File: config.mk
export PLATFORM = sky130hd
export DESIGN_NAME = button_conditioner
export DESIGN_NICKNAME = d
export VERILOG_FILES = /design/src/rtl/btn_pkg.sv /design/src/rtl/debounce_channel.sv /design/src/rtl/button_conditioner.sv
export SDC_FILE = /design/constraint.sdc
export NUM_CORES = 1
export LEC_CHECK = 0
export CAP_MARGIN = 20
export CORE_MARGIN = 1.5
export CORE_UTILIZATION = 61
export DETAILED_ROUTE_END_ITERATION = 12
export GPL_TIMING_DRIVEN = 0
export PLACE_DENSITY = 0.79
export SYNTH_ARGS = -nofsm -noshare
export SYNTH_HDL_FRONTEND = slang
export SYNTH_SLANG_ARGS = --single-unit
File: constraint.sdc
create_clock -name clk -period 2 [get_ports clk]
set_input_delay 0.2 -clock clk [delete_from_list [all_inputs] [get_ports clk]]
set_output_delay 0.2 -clock clk [all_outputs]
set_load 0.01 [all_outputs]
File: src/rtl/btn_pkg.sv
// Shared definitions for the push-button conditioning front end.
// Debounce FSM states and board clock constants.
package btn_pkg;

    localparam int CLK_HZ        = 125_000_000;
    localparam int DEBOUNCE_10MS = 1_250_000;

    typedef enum logic [1:0] {
        STABLE_LO = 2'd0,
        PEND_HI   = 2'd1,
        STABLE_HI = 2'd2,
        PEND_LO   = 2'd3
    } db_state_e;

endpackage

File: src/rtl/debounce_channel.sv
// One button channel: synchroniser, debounce FSM and sample counter.
// Produces a clean level and a one-cycle pulse on each accepted press.
module debounce_channel
    import btn_pkg::*;
#(
    parameter int DEBOUNCE_CYCLES = DEBOUNCE_10MS,
    parameter int SYNC_STAGES     = 2
) (
    input  logic clk,
    input  logic clr_n,
    input  logic raw,
    output logic level,
    output logic press
);

    localparam int CW = $clog2(DEBOUNCE_CYCLES + 1);
    localparam logic [CW-1:0] CNT_ONE  = CW'(1);
    // cnt holds samples already seen, so the window closes on the last one
    localparam logic [CW-1:0] CNT_LAST = CW'(DEBOUNCE_CYCLES - 1);

    logic [SYNC_STAGES-1:0] sync_q;
    logic                   s;
    db_state_e              state_q;
    logic [CW-1:0]          cnt_q;
    logic                   level_q;
    logic                   press_q;

    always_ff @(posedge clk or negedge clr_n) begin
        if (!clr_n) begin
            sync_q <= '0;
        end else begin
            sync_q <= {sync_q[SYNC_STAGES-2:0], raw};
        end
    end

    assign s = sync_q[SYNC_STAGES-1];

    always_ff @(posedge clk or negedge clr_n) begin
        if (!clr_n) begin
            state_q <= STABLE_LO;
            cnt_q   <= '0;
            level_q <= 1'b0;
            press_q <= 1'b0;
        end else begin
            press_q <= 1'b0;
            case (state_q)
                STABLE_LO: begin
                    if (s) begin
                        state_q <= PEND_HI;
                        cnt_q   <= CNT_ONE;
                    end else begin
                        cnt_q   <= '0;
                    end
                end
                PEND_HI: begin
                    if (!s) begin
                        state_q <= STABLE_LO;
                        cnt_q   <= '0;
                    end else if (cnt_q == CNT_LAST) begin
                        state_q <= STABLE_HI;
                        level_q <= 1'b1;
                        press_q <= 1'b1;
                        cnt_q   <= '0;
                    end else begin
                        cnt_q   <= cnt_q + CNT_ONE;
                    end
                end
                STABLE_HI: begin
                    if (!s) begin
                        state_q <= PEND_LO;
                        cnt_q   <= CNT_ONE;
                    end
                end
                PEND_LO: begin
                    if (s) begin
                        state_q <= STABLE_HI;
                        cnt_q   <= '0;
                    end else if (cnt_q == CNT_LAST) begin
                        state_q <= STABLE_LO;
                        level_q <= 1'b0;
                        cnt_q   <= '0;
                    end else begin
                        cnt_q   <= cnt_q + CNT_ONE;
                    end
                end
                default: begin
                    state_q <= STABLE_LO;
                    level_q <= 1'b0;
                    cnt_q   <= '0;
                end
            endcase
        end
    end

    assign level = level_q;
    assign press = press_q;

endmodule

File: src/rtl/button_conditioner.sv
// Push-button front end: independent debounce channel per button.
// btn_press feeds the sequence detector, one pulse per physical press.
module button_conditioner
    import btn_pkg::*;
#(
    parameter int NUM_BTN         = 4,
    parameter int DEBOUNCE_CYCLES = DEBOUNCE_10MS,
    parameter int SYNC_STAGES     = 2
) (
    input  logic               clk,
    input  logic               clr_n,
    input  logic [NUM_BTN-1:0] btn_raw,
    output logic [NUM_BTN-1:0] btn_level,
    output logic [NUM_BTN-1:0] btn_press
);

    for (genvar i = 0; i < NUM_BTN; i++) begin : g_ch
        debounce_channel #(
            .DEBOUNCE_CYCLES(DEBOUNCE_CYCLES),
            .SYNC_STAGES    (SYNC_STAGES)
        ) u_ch (
            .clk  (clk),
            .clr_n(clr_n),
            .raw  (btn_raw[i]),
            .level(btn_level[i]),
            .press(btn_press[i])
        );
    end

endmodule

==> impl_metrics.env <==
export IMPL_power_frac_comb=0.064
export IMPL_p_clk_frac=0.320
export IMPL_path_max_fanout=6
export IMPL_antenna_found_initial=0
export IMPL_grt_max_degree=64
export IMPL_drt_iter0_drc=233
export IMPL_netlist_top_cells_count="108 x dfrtp_1, 74 x nand2_1, 53 x a31oi_1"
export IMPL_synth_top_area_share=0.4642
export IMPL_intPower_mw=2.751
export IMPL_tritoncts="built"
export IMPL_dr_pass1_iters=5
export IMPL_rows=35
export IMPL_ys_top_cells_by_area="dfrtp_1 46%, a31oi_1 5.7%, nand2_1 4.8%, nand3_1 4.0%, a21oi_1 3.7%"
export IMPL_insertion_delay_ns=0.38
export IMPL_slew_viol_final=0
export IMPL_ys_warn_count=0
export IMPL_fillers=663
export IMPL_worst_r2r_path_depth=5
export IMPL_grtUsageTotal=0.2624
export IMPL_rsz0062_at_grt="yes"
export IMPL_synth_area_per_cell_um2=9.125
export IMPL_wl_mm=13.07
export IMPL_core_mm2=0.009240
export IMPL_crit_path_cell_trace="nor3_1 -> a21oi_2 -> clkdlybuf4s15_2 -> and3_1 -> a211o_1"
export IMPL_setup_slack_ns=0.01702
export IMPL_cpPeakStageDelay_ns=0.59
export IMPL_synth_seq_cells=108
export IMPL_drive_gt1_frac=0.1720
export IMPL_holdPathEnd="g_ch[3].u_ch.sync_q[0]"
export IMPL_clock_path_buffers=2
export IMPL_via_count=5187
export IMPL_fin_crit_sh=0.9915
export IMPL_synth_ff_type="dfrtp_1"
export IMPL_wire_per_inst_um=16.03
export IMPL_postLayoutCoreUtil=0.7276
export IMPL_slew_headroom=0.4526
export IMPL_gp_congestion=0.8602
export IMPL_p_leak_nw=2.880
export IMPL_switching_share=0.2517
export IMPL_clock_root_buffer="clkbuf_8"
export IMPL_crit_arrival_ns=2.26
export IMPL_startpoint="g_ch[2].u_ch.cnt_q[15]"
export IMPL_worstMarginPinSlew_ns=0.8211
export IMPL_end_kind="register"
export IMPL_path_clk_slew_ns=0.10
export IMPL_outcome="finished, final reports clean"
export IMPL_die_h_um=100.7
export IMPL_setup_viol=0
export IMPL_dieArea_mm2=0.01014
export IMPL_io_buffers=13
export IMPL_syn_to_final_growth_pct=15.47
export IMPL_worstHoldStart="btn_raw[3]"
export IMPL_ir_drop_mv=0.4016
export IMPL_preCtsSetupSlack_ns=-0.1554
export IMPL_yosysMostFrequentCell="dfrtp_1"
export IMPL_grt_overflow=0
export IMPL_antenna_cells=0
export IMPL_num_io_pins=14
export IMPL_h_tree_depth=3
export IMPL_synth_area_leader_cell="dfrtp_1"
export IMPL_synth_edf_count=0
export IMPL_syn_num_nets=648
export IMPL_syn_area_mm2=0.005822
export IMPL_reg2reg_from="g_ch[2].u_ch.cnt_q[15]"
export IMPL_max_freq_mhz=504.3
export IMPL_worstPathRequired_ns=2.27
export IMPL_start_util=0.6301
export IMPL_grt_pass1_vias=4693
export IMPL_fin_skew_ns=0.01157
export IMPL_p_sw_uw=925.5
export IMPL_holdPathStages=1
export IMPL_dp_hpwl_mm=8.497
export IMPL_critPathKind="reg2reg"
export IMPL_ant_nets=0
export IMPL_seq_power_share=0.615
export IMPL_cap_violations=0
export IMPL_cts_made_buffers=9
export IMPL_startpoint_type="register"
export IMPL_route_detailed_drc=0
export IMPL_crit_slowest_cell="nor3_1"
export IMPL_fin_nets=692
export IMPL_period_minus_slack_ns=1.983
export IMPL_clock_sinks=108
export IMPL_async_flop_share=1.000
export IMPL_grt_pass1_wl_mm=21.56
export IMPL_power_total_mw=3.676
export IMPL_powerDensity_mw_per_mm2=546.9
export IMPL_via_per_inst=6.364
export IMPL_synth_cells=638
export IMPL_reg2reg_setup_slack_ns=0.02
export IMPL_reg2reg_to="g_ch[2].u_ch.cnt_q[6]"
export IMPL_final_hold_viol_count=0
export IMPL_yosysSeqAreaShare=0.4642
export IMPL_die_x_um=100.7
export IMPL_min_path_type="in2reg"
export IMPL_ys_types=63
## power by group through the flow
stage / clock network [mW] / logic [mW] / registers [mW]
2_1_floorplan: 0 / 0.115 / 2.29
3_3_place_gp: 0 / 0.191 / 2.30
3_5_place_dp: 0 / 0.206 / 2.30
4_1_cts: 1.21 / 0.217 / 2.26
5_1_grt: 1.27 / 0.266 / 2.27
6_report: 1.18 / 0.236 / 2.26
## worst max-delay path, delay by kind of cell, from the launching register on
| kind | cells | cell delay (ns) |
|---|---|---|
| AND/OR/NAND/NOR | 2 | 0.76 |
| flip-flops | 1 | 0.45 |
| AO/OA/AOI/OAI | 2 | 0.38 |
| buffers and inverters | 1 | 0.27 |
## flip-flops by register name, summed over array words and instances, names as in the netlist, named ones only
name	count
g_ch.u_ch.cnt_q	84
g_ch.u_ch.sync_q	8
g_ch.u_ch.level	4
g_ch.u_ch.press	4
g_ch.u_ch.state_q	4
## what timing repair did
| action | 4_1_cts | 5_1_grt |
|---|---|---|
| endpoints found under the hold margin | 62 | 0 |
| gates resized for setup | 13 | 50 |
| hold buffers | 1 | 0 |
| pin swaps | 4 | 11 |
| cloned | 0 | 1 |
| buffers inserted | 7 | 13 |
| endpoints found under the setup margin | 64 | 75 |
## worst max path at each step
stage                             end  slack, ns  depth (start not counted)
5_1_grt         g_ch[2].u_ch.cnt_q[3]      -0.03                          6
3_5_place_dp   g_ch[0].u_ch.cnt_q[20]      -0.16                          6
3_3_place_gp   g_ch[0].u_ch.cnt_q[16]      -3.34                          1
6_report        g_ch[2].u_ch.cnt_q[6]       0.02                          5
2_1_floorplan  g_ch[2].u_ch.cnt_q[15]       0.15                          6
4_1_cts        g_ch[0].u_ch.cnt_q[20]      0.005                          6
## cell type report
class,instances,area (um2),share of cell area
buffer,38,239.0,0.03555
clock buffer,10,127.6,0.01898
clock inverter,5,30.03,0.004467
inverter,15,56.30,0.008375
multi-input combinational,474,3067,0.4562
sequential,108,2715,0.4039
tap,129,161.4,0.02401
timing repair buffer,36,326.6,0.04858
## layer usage
layer  vias up  GRT usage  routed length, um
met5         -          0                  0
met4         0    0.08017                172
met3        19    0.04924                690
met2       163     0.4267               6444
met1      2544     0.3593               5759
li1       2461          -                  -
## cells by family (layout without fill, tap and decap cells)
| kind of cell | after synthesis | in the layout | synth area share |
|---|---|---|---|
| AOI/OAI and AO/OA | 166 | 166 | 0.1788 |
| buffers and inverters | 56 | 104 | 0.04835 |
| muxes | 3 | 3 | 0.005373 |
| adders and majority gates | 4 | 4 | 0.008597 |
| DFF | 108 | 108 | 0.4642 |
| and+or+nand+nor | 286 | 286 | 0.2721 |
| xor gates and xnor gates | 15 | 15 | 0.02257 |
## layout by cell type, fill, tap and decap left out, types with 6 or more instances in the layout
cell,netlist,routed
and3_1,18,17
nor2_1,40,38
and2_1,7,7
a31oi_1,53,53
clkdlybuf4s50_1,0,12
nand3_1,47,44
xor2_1,13,13
nand4_1,24,24
buf_4,10,33
nor4_4,2,8
inv_1,14,14
nand2_1,74,74
clkbuf_8,0,9
nor3_1,12,9
clkbuf_1,14,12
o21ai_1,10,9
o21ai_0,19,19
dfrtp_1,108,98
a22o_1,6,6
a21oi_1,43,39
buf_2,15,7
dfrtp_2,0,10
a41oi_1,14,14
nand2b_1,10,10
## metrics by stage
step | instances | hold WS, ns | area, um2 | setup TNS, ns
final | 815 | 0.2529 | 6723 | 0
after global routing | 815 | 0.2487 | 6723 | -0.1372
after CTS | 804 | 0.2457 | 6412 | 0
after detailed placement | 781 | 0.3355 | 6138 | -2.673
after global placement | 780 | 0.3330 | 6113 | -361.04
after floorplan | 638 | -0.09559 | 5822 | 0
No activity file was read; power rests on OpenSTA's default activity.
